===== src/rtl/alu_pkg.sv =====
// Shared types for the ALU sequencing controller: opcode set, FSM states, helpers.
package alu_pkg;

   localparam int ALU_OP_W = 4;

   typedef enum logic [ALU_OP_W-1:0] {
      OP_ADD  = 4'd0,
      OP_SUB  = 4'd1,
      OP_XOR  = 4'd2,
      OP_OR   = 4'd3,
      OP_AND  = 4'd4,
      OP_SLT  = 4'd5,
      OP_SLTU = 4'd6,
      OP_SLL  = 4'd7,
      OP_SRL  = 4'd8,
      OP_SRA  = 4'd9
   } alu_op_e;

   typedef enum logic [1:0] {IDLE, EXEC, SHIFT, RESP} state_e;

   function automatic logic is_shift(input logic [ALU_OP_W-1:0] op);
      return (op == OP_SLL) || (op == OP_SRL) || (op == OP_SRA);
   endfunction

   function automatic logic is_legal(input logic [ALU_OP_W-1:0] op);
      return op <= 4'(OP_SRA);
   endfunction

endpackage


===== src/rtl/alu_seq_ctrl_if.sv =====
// Request/response bundle between the two requesters, the consumer and alu_seq_ctrl.
interface alu_seq_ctrl_if
   import alu_pkg::*;
#(
   parameter int XLEN = 32
);
   logic                r0_valid;
   logic                r0_ready;
   logic [ALU_OP_W-1:0] r0_op;
   logic [XLEN-1:0]     r0_a;
   logic [XLEN-1:0]     r0_b;
   logic                r1_valid;
   logic                r1_ready;
   logic [ALU_OP_W-1:0] r1_op;
   logic [XLEN-1:0]     r1_a;
   logic [XLEN-1:0]     r1_b;
   logic                rsp_valid;
   logic                rsp_ready;
   logic [XLEN-1:0]     rsp_data;
   logic                rsp_src;
   logic                rsp_err;
   logic                busy;

   modport master (
      output r0_valid, r0_op, r0_a, r0_b,
      output r1_valid, r1_op, r1_a, r1_b,
      output rsp_ready,
      input  r0_ready, r1_ready,
      input  rsp_valid, rsp_data, rsp_src, rsp_err, busy
   );

   modport slave (
      input  r0_valid, r0_op, r0_a, r0_b,
      input  r1_valid, r1_op, r1_a, r1_b,
      input  rsp_ready,
      output r0_ready, r1_ready,
      output rsp_valid, rsp_data, rsp_src, rsp_err, busy
   );
endinterface


===== src/rtl/alu.sv =====
// Single-cycle combinational ALU for the non-shift opcodes; shifts are sequenced by the caller.
module alu
   import alu_pkg::*;
#(
   parameter int XLEN = 32
) (
   input  logic [ALU_OP_W-1:0] op,
   input  logic [XLEN-1:0]     a,
   input  logic [XLEN-1:0]     b,
   output logic [XLEN-1:0]     y
);
   logic signed [XLEN-1:0] a_s;
   logic signed [XLEN-1:0] b_s;

   assign a_s = a;
   assign b_s = b;

   always_comb begin
      y = '0;
      case (op)
         OP_ADD:  y = a + b;
         OP_SUB:  y = a - b;
         OP_XOR:  y = a ^ b;
         OP_OR:   y = a | b;
         OP_AND:  y = a & b;
         OP_SLT:  y = {{(XLEN-1){1'b0}}, (a_s < b_s)};
         OP_SLTU: y = {{(XLEN-1){1'b0}}, (a < b)};
         default: y = '0;
      endcase
   end
endmodule


===== src/rtl/alu_rr_arb.sv =====
// Two-way round-robin arbiter: on contention the requester other than last_grant wins.
module alu_rr_arb (
   input  logic [1:0] valid,
   input  logic       last_grant,
   input  logic       en,
   output logic [1:0] grant
);
   always_comb begin
      grant = 2'b00;
      if (en) begin
         if (valid == 2'b11) grant = last_grant ? 2'b01 : 2'b10;
         else                grant = valid;
      end
   end
endmodule


===== src/rtl/alu_seq_ctrl.sv =====
// Shares one ALU between two requesters: round-robin accept, one op in flight,
// iterative 1-bit/clk shifts, registered valid/ready response.
module alu_seq_ctrl
   import alu_pkg::*;
#(
   parameter  int XLEN    = 32,
   localparam int SHAMT_W = $clog2(XLEN)
) (
   input logic         clk,
   input logic         rst_n,
   alu_seq_ctrl_if.slave bus
);
   state_e              state;
   logic                last_grant;
   logic                en;
   logic [1:0]          grant;
   logic [ALU_OP_W-1:0] sel_op;
   logic [XLEN-1:0]     sel_a;
   logic [XLEN-1:0]     sel_b;
   logic [SHAMT_W-1:0]  sel_shamt;
   logic [XLEN-1:0]     alu_y;
   logic [ALU_OP_W-1:0] op_q;
   logic [XLEN-1:0]     acc;
   logic [SHAMT_W-1:0]  cnt;
   logic                rsp_valid_q;
   logic [XLEN-1:0]     rsp_data_q;
   logic                rsp_src_q;
   logic                rsp_err_q;
   logic                busy_q;

   function automatic logic [XLEN-1:0] shift_step(input logic [ALU_OP_W-1:0] op,
                                                  input logic [XLEN-1:0] v);
      logic signed [XLEN-1:0] v_s;
      v_s = v;
      case (op)
         OP_SLL:  return v << 1;
         OP_SRL:  return v >> 1;
         default: return v_s >>> 1;
      endcase
   endfunction

   // Ready is only offered in IDLE and never while reset is asserted.
   assign en = rst_n && (state == IDLE);

   alu_rr_arb u_arb (
      .valid      ({bus.r1_valid, bus.r0_valid}),
      .last_grant (last_grant),
      .en         (en),
      .grant      (grant)
   );

   assign bus.r0_ready = grant[0];
   assign bus.r1_ready = grant[1];

   assign sel_op    = grant[1] ? bus.r1_op : bus.r0_op;
   assign sel_a     = grant[1] ? bus.r1_a  : bus.r0_a;
   assign sel_b     = grant[1] ? bus.r1_b  : bus.r0_b;
   assign sel_shamt = sel_b[SHAMT_W-1:0];

   alu #(.XLEN(XLEN)) u_alu (
      .op (sel_op),
      .a  (sel_a),
      .b  (sel_b),
      .y  (alu_y)
   );

   always_ff @(posedge clk or negedge rst_n) begin
      if (!rst_n) begin
         state       <= IDLE;
         last_grant  <= 1'b1;
         op_q        <= '0;
         acc         <= '0;
         cnt         <= '0;
         rsp_valid_q <= 1'b0;
         rsp_data_q  <= '0;
         rsp_src_q   <= 1'b0;
         rsp_err_q   <= 1'b0;
         busy_q      <= 1'b0;
      end else begin
         case (state)
            IDLE: begin
               if (|grant) begin
                  last_grant <= grant[1];
                  op_q       <= sel_op;
                  rsp_src_q  <= grant[1];
                  rsp_err_q  <= 1'b0;
                  busy_q     <= 1'b1;
                  if (!is_legal(sel_op)) begin
                     rsp_data_q  <= '0;
                     rsp_err_q   <= 1'b1;
                     rsp_valid_q <= 1'b1;
                     state       <= RESP;
                  end else if (is_shift(sel_op)) begin
                     acc <= sel_a;
                     cnt <= sel_shamt;
                     if (sel_shamt == '0) begin
                        rsp_data_q  <= sel_a;
                        rsp_valid_q <= 1'b1;
                        state       <= RESP;
                     end else begin
                        state <= SHIFT;
                     end
                  end else begin
                     rsp_data_q  <= alu_y;
                     rsp_valid_q <= 1'b1;
                     state       <= RESP;
                  end
               end
            end
            SHIFT: begin
               acc <= shift_step(op_q, acc);
               cnt <= cnt - SHAMT_W'(1);
               // The final step lands directly in the response register.
               if (cnt == SHAMT_W'(1)) begin
                  rsp_data_q  <= shift_step(op_q, acc);
                  rsp_valid_q <= 1'b1;
                  state       <= RESP;
               end
            end
            RESP: begin
               if (bus.rsp_ready) begin
                  rsp_valid_q <= 1'b0;
                  busy_q      <= 1'b0;
                  state       <= IDLE;
               end
            end
            default: begin
               busy_q <= 1'b0;
               state  <= IDLE;
            end
         endcase
      end
   end

   assign bus.rsp_valid = rsp_valid_q;
   assign bus.rsp_data  = rsp_data_q;
   assign bus.rsp_src   = rsp_src_q;
   assign bus.rsp_err   = rsp_err_q;
   assign bus.busy      = busy_q;

endmodule

===== src/flat_wrapper.sv =====
// flat-port wrapper written by rule: the top's interface ports become plain ports
module alu_seq_ctrl_flat import alu_pkg::*;
#(
   parameter  int XLEN    = 32,
   localparam int SHAMT_W = $clog2(XLEN)
)
  (clk, rst_n, bus_r0_valid, bus_r0_op, bus_r0_a, bus_r0_b, bus_r1_valid, bus_r1_op, bus_r1_a, bus_r1_b, bus_rsp_ready, bus_r0_ready, bus_r1_ready, bus_rsp_valid, bus_rsp_data, bus_rsp_src, bus_rsp_err, bus_busy);
  alu_seq_ctrl_if #(.XLEN(XLEN)) bus_i ();
  input logic clk;
  input logic rst_n;
  input wire logic [$bits(bus_i.r0_valid)-1:0] bus_r0_valid;
  input wire logic [$bits(bus_i.r0_op)-1:0] bus_r0_op;
  input wire logic [$bits(bus_i.r0_a)-1:0] bus_r0_a;
  input wire logic [$bits(bus_i.r0_b)-1:0] bus_r0_b;
  input wire logic [$bits(bus_i.r1_valid)-1:0] bus_r1_valid;
  input wire logic [$bits(bus_i.r1_op)-1:0] bus_r1_op;
  input wire logic [$bits(bus_i.r1_a)-1:0] bus_r1_a;
  input wire logic [$bits(bus_i.r1_b)-1:0] bus_r1_b;
  input wire logic [$bits(bus_i.rsp_ready)-1:0] bus_rsp_ready;
  output wire logic [$bits(bus_i.r0_ready)-1:0] bus_r0_ready;
  output wire logic [$bits(bus_i.r1_ready)-1:0] bus_r1_ready;
  output wire logic [$bits(bus_i.rsp_valid)-1:0] bus_rsp_valid;
  output wire logic [$bits(bus_i.rsp_data)-1:0] bus_rsp_data;
  output wire logic [$bits(bus_i.rsp_src)-1:0] bus_rsp_src;
  output wire logic [$bits(bus_i.rsp_err)-1:0] bus_rsp_err;
  output wire logic [$bits(bus_i.busy)-1:0] bus_busy;
  assign bus_i.r0_valid = bus_r0_valid;
  assign bus_i.r0_op = bus_r0_op;
  assign bus_i.r0_a = bus_r0_a;
  assign bus_i.r0_b = bus_r0_b;
  assign bus_i.r1_valid = bus_r1_valid;
  assign bus_i.r1_op = bus_r1_op;
  assign bus_i.r1_a = bus_r1_a;
  assign bus_i.r1_b = bus_r1_b;
  assign bus_i.rsp_ready = bus_rsp_ready;
  assign bus_r0_ready = bus_i.r0_ready;
  assign bus_r1_ready = bus_i.r1_ready;
  assign bus_rsp_valid = bus_i.rsp_valid;
  assign bus_rsp_data = bus_i.rsp_data;
  assign bus_rsp_src = bus_i.rsp_src;
  assign bus_rsp_err = bus_i.rsp_err;
  assign bus_busy = bus_i.busy;
  alu_seq_ctrl #(.XLEN(XLEN)) u_core (.clk(clk), .rst_n(rst_n), .bus(bus_i));
endmodule

===== config.mk =====
export PLATFORM = sky130hd
export DESIGN_NAME = alu_seq_ctrl_flat
export DESIGN_NICKNAME = d
export VERILOG_FILES = /design/src/rtl/alu_pkg.sv /design/src/rtl/alu_seq_ctrl_if.sv /design/src/rtl/alu.sv /design/src/rtl/alu_rr_arb.sv /design/src/rtl/alu_seq_ctrl.sv /design/src/flat_wrapper.sv
export SDC_FILE = /design/constraint.sdc
export NUM_CORES = 1
export LEC_CHECK = 0
export ABC_AREA = 1
export CORE_MARGIN = 3
export CORE_UTILIZATION = 50
export DETAILED_ROUTE_END_ITERATION = 16
export MAX_ROUTING_LAYER = met4
export PLACE_DENSITY = 0.74
export SETUP_SLACK_MARGIN = 0.1
export SYNTH_ARGS = -nofsm -noshare
export SYNTH_HDL_FRONTEND = slang
export SYNTH_SLANG_ARGS = --single-unit

===== constraint.sdc =====
create_clock -name clk -period 4 [get_ports clk]
set_clock_uncertainty 0.05 [all_clocks]
set_input_delay 0.8 -clock clk [delete_from_list [all_inputs] [get_ports clk]]
set_output_delay 0.8 -clock clk [all_outputs]
set_load 0.05 [all_outputs]

* Yosys cells after proc, flatten, opt, wreduce, memory -nomap -nowiden
Cells that the tools add are included.
** Word-level totals
- Output and inout port bits :: 38
- Word-level logic and storage cells :: 95
- Input bits :: 141
- Register bits after elaboration :: 80
** Cells by class
- Multiplexer cells :: 39
- $add $sub $neg :: 3
- Magnitude comparators :: 3
- Reduce and logical (&&, ||, !) cells :: 15
- Bitwise operators :: 4
- Equality and inequality tests :: 21
** Operators by type and width (count)
- 32-bit 2-to-1 mux :: 10
- 32-bit case mux with 7 select lines :: 1
- 32-bit case mux with 2 select lines :: 3
- 32-bit less-than comparator :: 2
- 32-bit adder :: 1
- 32-bit bitwise AND :: 1
- 32-bit OR :: 1
- 32-bit subtractor :: 1
- 32-bit bitwise XOR :: 1
- 4-bit by 3-bit equality test with 1-bit output, second input constant :: 5
- 5-bit 2-to-1 mux :: 3
- 2-bit 2-to-1 mux :: 7
- 4-bit equality test, second input constant :: 3
- 1-bit 2-to-1 mux :: 10
- 5-bit case mux with 2 select lines :: 1
- 4-bit by 2-bit equality test with 1-bit output, second input constant :: 2
- 2-bit inequality test, second input constant :: 4
- 4-bit AND reduction :: 2
- 2-bit equality test, second input constant :: 3
- 1-bit case mux with 3 select lines :: 2
- 2-bit case mux with 3 select lines :: 1
- 3-bit AND reduction :: 2
- 5-bit by 1-bit equality test with 1-bit output, second input constant :: 1
- 5-bit zero test :: 1
- 16 further kinds :: 17

* Longest topological paths before layout
- Depth in word-level cells :: 11
- Depth in mapped cells :: 27
- Depth with buffers taken out :: 26

* By module
A second synthesis with hierarchy kept.
** Second synthesis, totals
- Cells, all modules :: 2220
- Area, all modules :: 12182.9 um^2
** Modules (own cells, without submodules)
- alu :: seq. area each 0.0 um^2, times used 1, area an instance 6458.7 um^2, cells each 1311
- alu_seq_ctrl :: seq. area each 2003.2 um^2, times used 1, area an instance 5703.0 um^2, cells each 904
- alu_rr_arb :: seq. area each 0.0 um^2, times used 1, area an instance 21.3 um^2, cells each 5

* Worst setup path after synthesis
OpenSTA, ideal clock, no wires.
- Path type :: input to register
- From :: input port bus_r1_valid
- To :: register u_core.rsp_data_q[0], in the netlist u_core.bus.rsp_data[0]
- Arrival time :: 3620 ps
- Buffers on the path :: 5
- Data required time :: 3828 ps
- Slack :: 209 ps
- Stages :: 24
- Cells stage by stage :: inv_1 a21oi_2 nand2_8 buf_6 buf_2 clkbuf_1 clkbuf_1 o21ai_0 ha_1 clkbuf_1 nor2_1 inv_1 nor2_1 nand2_1 inv_1 nand2_1 nand2_1 nand2_1 nand2_1 nor2_1 nor2_1 nand3_1 nand2_1 a21oi_1
** On the way
- Cells in the longest elaborated chain, start to end :: 11
** Ends and longest elaborated chain
- start, declared :: RTL line flat_wrapper.sv:15 : input wire logic [$bits(bus_i.r1_valid)-1:0] bus_r1_valid;
- 2-bit equality test :: RTL line alu_rr_arb.sv:11 : if (valid == 2'b11) grant = last_grant ? 2'b01 : 2'b10;
- 2-bit 2-to-1 mux * :: RTL line alu_rr_arb.sv:11
- 2-bit 2-to-1 mux * :: RTL line alu_rr_arb.sv:10 : if (en) begin
- parallel branches: the longest is 8 deep, another holds 32-bit subtractor
- end signal, assigned :: RTL line alu_seq_ctrl.sv:97 : rsp_data_q <= sel_a;
- end signal, assigned :: RTL line alu_seq_ctrl.sv:104 : rsp_data_q <= alu_y;
- end signal, assigned :: RTL line alu_seq_ctrl.sv:115 : rsp_data_q <= shift_step(op_q, acc);
- end, declared :: RTL line alu_seq_ctrl.sv:26 : logic [XLEN-1:0] rsp_data_q;
Every way passes the cells marked *. The select of a mux whose other input is x is not followed.
A chain may end at the register's enable or synchronous reset.

* Worst setup path in the final report
- From :: input port bus_r1_valid
- To :: register u_core.rsp_data_q[22], in the netlist u_core.bus.rsp_data[22]
Same word-level chain as after synthesis.

==> qor.csv <==
stage;metric;value;unit
outcome;outcome;completed;
synthesis;post-synthesis instance total;2198;
clocking;CTS Root Cell;clkbuf_16;
route;vias per std cell;5.55;
route;Routed Wire Length;56700;um
setup_path;CP endpoint kind;flop;
setup_path;CP Cell Sequence;clkdlybuf4s50_1 -> inv_2 -> a21oi_4 -> buf_12 -> nand2_4 -> buf_4 -> o21ai_0 -> buf_4 -> ha_2 -> buf_4 -> nand2_1 -> nand2_1 -> inv_1 -> nand2_1 -> a21oi_2 -> nand2_4 -> nand2_1 -> nand2_1 -> nand2_1 -> nand3_1 -> nand4_1 -> nand2_2 -> a21oi_2;
route;via count;16341;
clocking;TritonCTS buffer count;9;
setup_path;FF-to-FF Start;u_core.state[0]$_DFFE_PN0P_;
sta;Setup WS post-layout;111;ps
finish;FILL cells;2002;
synthesis;register area share after synthesis;0.166;
global_routing;global route total overflow;0;
placed_design;pre-CTS WS;-586;ps
route;DRT Pass-1 Iters;7;
global_routing;global-route wire length before repair;81800;um
route;routed len/inst;19.2;um
die;# rows;56;
sta;total negative setup slack;0;ps
power;Cell Pwr Density;581;nW/um2
setup_path;worst stage delay on the critical path;470;ps
global_routing;All-Layer GR Usage;0.415;
synthesis;library cells used by synthesis;43;
worst_hold_path;worst hold start;u_core.bus.rsp_src$_DFFE_PN0P_;
route;DR iter-0 viols;1639;
setup_path;Worst path top cell family by delay;buffers and inverters;
global_routing;initial antenna violation count;0;
clocking;clock slew at reported path FFs;70;ps
die;I/O pins;179;
sta;Max Slew Vio Count;0;
die;Die Height;162;um
setup_path;worst path required time;4240;ps
synthesis;post-synthesis register bit count;80;
sta;fin crit share;0.972;
setup_path;Worst Path Buf+Inv;7;
route;antenna-violating nets left;0;
setup_path;worst-path maximum fanout;6;
power;leak pwr;9.53;nW
clocking;worst skew pair latency;360;ps
sta;Worst Max-Slew Pin Slew;1030;ps
finish;commonest non-fill, non-tap cell in the layout;nand2_1;
worst_hold_path;Hold Path Class;reg2reg;
placed_design;DP Wirelength;43600;um
finish;Non-Filler Instances;2945;
sta;worst relative slew slack;0.306;
clocking;clock tree buffer depth;2;
finish;ant diodes;0;
placed_design;IO Port Bufs;178;
global_routing;vias in the first global route;15449;
sta;Final min period;3890;ps
die;die width;162;um
setup_path;Worst EP arrival;4130;ps
finish;Nets;2879;
setup_path;most used cell, CP;nand2_1;
flow_run;Max Cap Viol;0;
clocking;# clock sinks;80;
worst_hold_path;hold path cells;2;
synthesis;top_reg_cell synth;dfrtp_1;
synthesis;EDFF count, synth;0;
worst_hold_path;worst hold endpoint;u_core.bus.rsp_src$_DFFE_PN0P_;
setup_path;critical path's slowest cell;clkdlybuf4s50_1;
sta;final setup fails;0;
sta;Peak Freq;257;MHz
setup_path;r2r setup slk;400;ps
die;core area;23600;um2
placed_design;GP Congestion;1.09;
sta;endpoints failing hold;0;
global_routing;pin count of the biggest net entering global routing;75;
synthesis;synthesis warning total;0;
sta;RSZ-0062 raised after global routing;yes;
setup_path;reg2reg end;u_core.bus.rsp_data[22]$_DFFE_PN0P_;
setup_path;depth of the most critical reg-to-reg path;26;
power;IR drop worst, VDD;576;uV
route;total DRC errors in the routed layout;0;
synthesis;post-synth net total;2456;
synthesis;post-synthesis cell area;12100;um2
finish;P&R area growth vs syn;44.9;%
die;die area;26100;um2
finish;share of layout cells above drive strength 1;0.200;
placed_design;placed cells;2913;
setup_path;critical path type;in2reg;
finish;commonest cells after routing, fill and taps aside;nand2_1, inv_1, buf_4;
clocking;Post-CTS Hold Fix Bufs;0;
synthesis;ys async rst share;1.00;
clocking;H-Tree Depth;3;
synthesis;Mean Syn Cell Area;5.50;um2
die;Initial Util;0.512;
clocking;CTS tree;yes;
setup_path;crit start category;primary input;
-- power by group --
group	internal, mW	switching, mW	leakage, nW
clock	0.445	0.404	0.136
combinational	2.90	4.91	8.43
sequential	1.24	0.291	0.969
total	4.58	5.60	9.53
-- per-layer routing --
metal | up-vias | track usage | part of all wire
met2 | 1011 | 0.688 | 0.46
li1 | 7640 | - | -
met4 | 0 | 0.325 | 0.098
met5 | - | - | 0
met3 | 315 | 0.0621 | 0.086
met1 | 7375 | 0.444 | 0.35
-- tightest hold or removal path, cell delays in order, from the launching register on --
cell	delay, ps
dfrtp_1	350
nand2_1	60
nand2_1	50
-- what timing repair did --
action,CTS,global route
pin swaps,5,23
cloned,2,4
buffers inserted,2,8
resized for setup,49,185
endpoints found under the setup margin,26,27
-- final cells by class --
cell class | count | area, um2 | share of cell area
multi-input combinational | 1601 | 8790 | 0.501
timing repair buffer | 497 | 4420 | 0.252
sequential | 80 | 2000 | 0.114
inverter | 432 | 1630 | 0.0928
tap | 319 | 399 | 0.0228
clock buffer | 10 | 239 | 0.0136
clock inverter | 6 | 50.0 | 0.00286
-- state kept, by name (all words and copies together) (netlist names) --
| name | count |
|---|---|
| u_core.state | 2 |
| u_core.cnt | 5 |
| u_core.bus.rsp_data | 32 |
| u_core.bus.rsp_err | 1 |
| u_core.bus.rsp_valid | 1 |
| u_core.op_q | 4 |
| u_core.last_grant | 1 |
| u_core.bus.rsp_src | 1 |
| u_core.bus.busy | 1 |
| u_core.acc | 32 |
-- cells in the mapped netlist, types with 2 or more instances --
cell	count	area [um2]
nand3b_1	3	22.5
nor3_1	13	65.1
nor2_4	4	45.0
nor4_1	3	18.8
nand4_1	22	138
nand3_1	143	716
or2_2	4	25.0
buf_6	9	101
or2_1	2	12.5
fa_1	2	40.0
o21ai_2	6	52.6
inv_1	426	1600
nor2_1	263	987
nor2_2	3	18.8
o21ai_0	171	856
o21ai_1	80	400
nand2_2	7	43.8
and3_1	3	18.8
clkbuf_1	52	195
nand2_1	608	2280
buf_4	11	82.6
a31oi_1	3	18.8
ha_1	115	1440
o22ai_1	3	18.8
dfrtp_1	79	1980
o211ai_1	3	22.5
a21oi_1	116	581
inv_2	5	18.8
o21bai_1	8	60.1
buf_2	17	85.1
and2_1	2	12.5
-- worst max path at each step --
| stage | start | endpoint | slack [ps] | depth (start not counted) |
|---|---|---|---|---|
| floorplan | bus_r1_valid | u_core.bus.rsp_data[0]$_DFFE_PN0P_ | 210 | 24 |
| global placement | bus_r1_valid | u_core.bus.rsp_data[0]$_DFFE_PN0P_ | -540 | 22 |
| detailed placement | bus_r1_valid | u_core.bus.rsp_data[0]$_DFFE_PN0P_ | -590 | 22 |
| CTS | bus_r1_valid | u_core.bus.rsp_data[0]$_DFFE_PN0P_ | 60 | 23 |
| global route | bus_r1_valid | u_core.bus.rsp_data[30]$_DFFE_PN0P_ | -20 | 21 |
| finish | bus_r1_valid | u_core.bus.rsp_data[22]$_DFFE_PN0P_ | 110 | 23 |
-- per-stage QoR --
| step | power [mW] | hold WS (ps) | cell area [um2] | util |
|---|---|---|---|---|
| 6_report | 10.2 | 437 | 17500 | 0.742 |
| 4_1_cts | 9.54 | 439 | 16700 | 0.708 |
| 3_3_place_gp | 8.43 | 407 | 16300 | 0.689 |
| 3_5_place_dp | 8.59 | 423 | 16300 | 0.689 |
| 5_1_grt | 10.8 | 455 | 17500 | 0.742 |
| 2_1_floorplan | 5.66 | 403 | 12100 | - |
-- cells by family after synthesis --
group | synth area share
compound gates | 0.170
fa+ha+maj | 0.122
mux | 0.000931
simple gates | 0.369
flops | 0.166
buf+inv | 0.172
xor+xnor | 0.000724
Power figures use the tool's default switching activity.
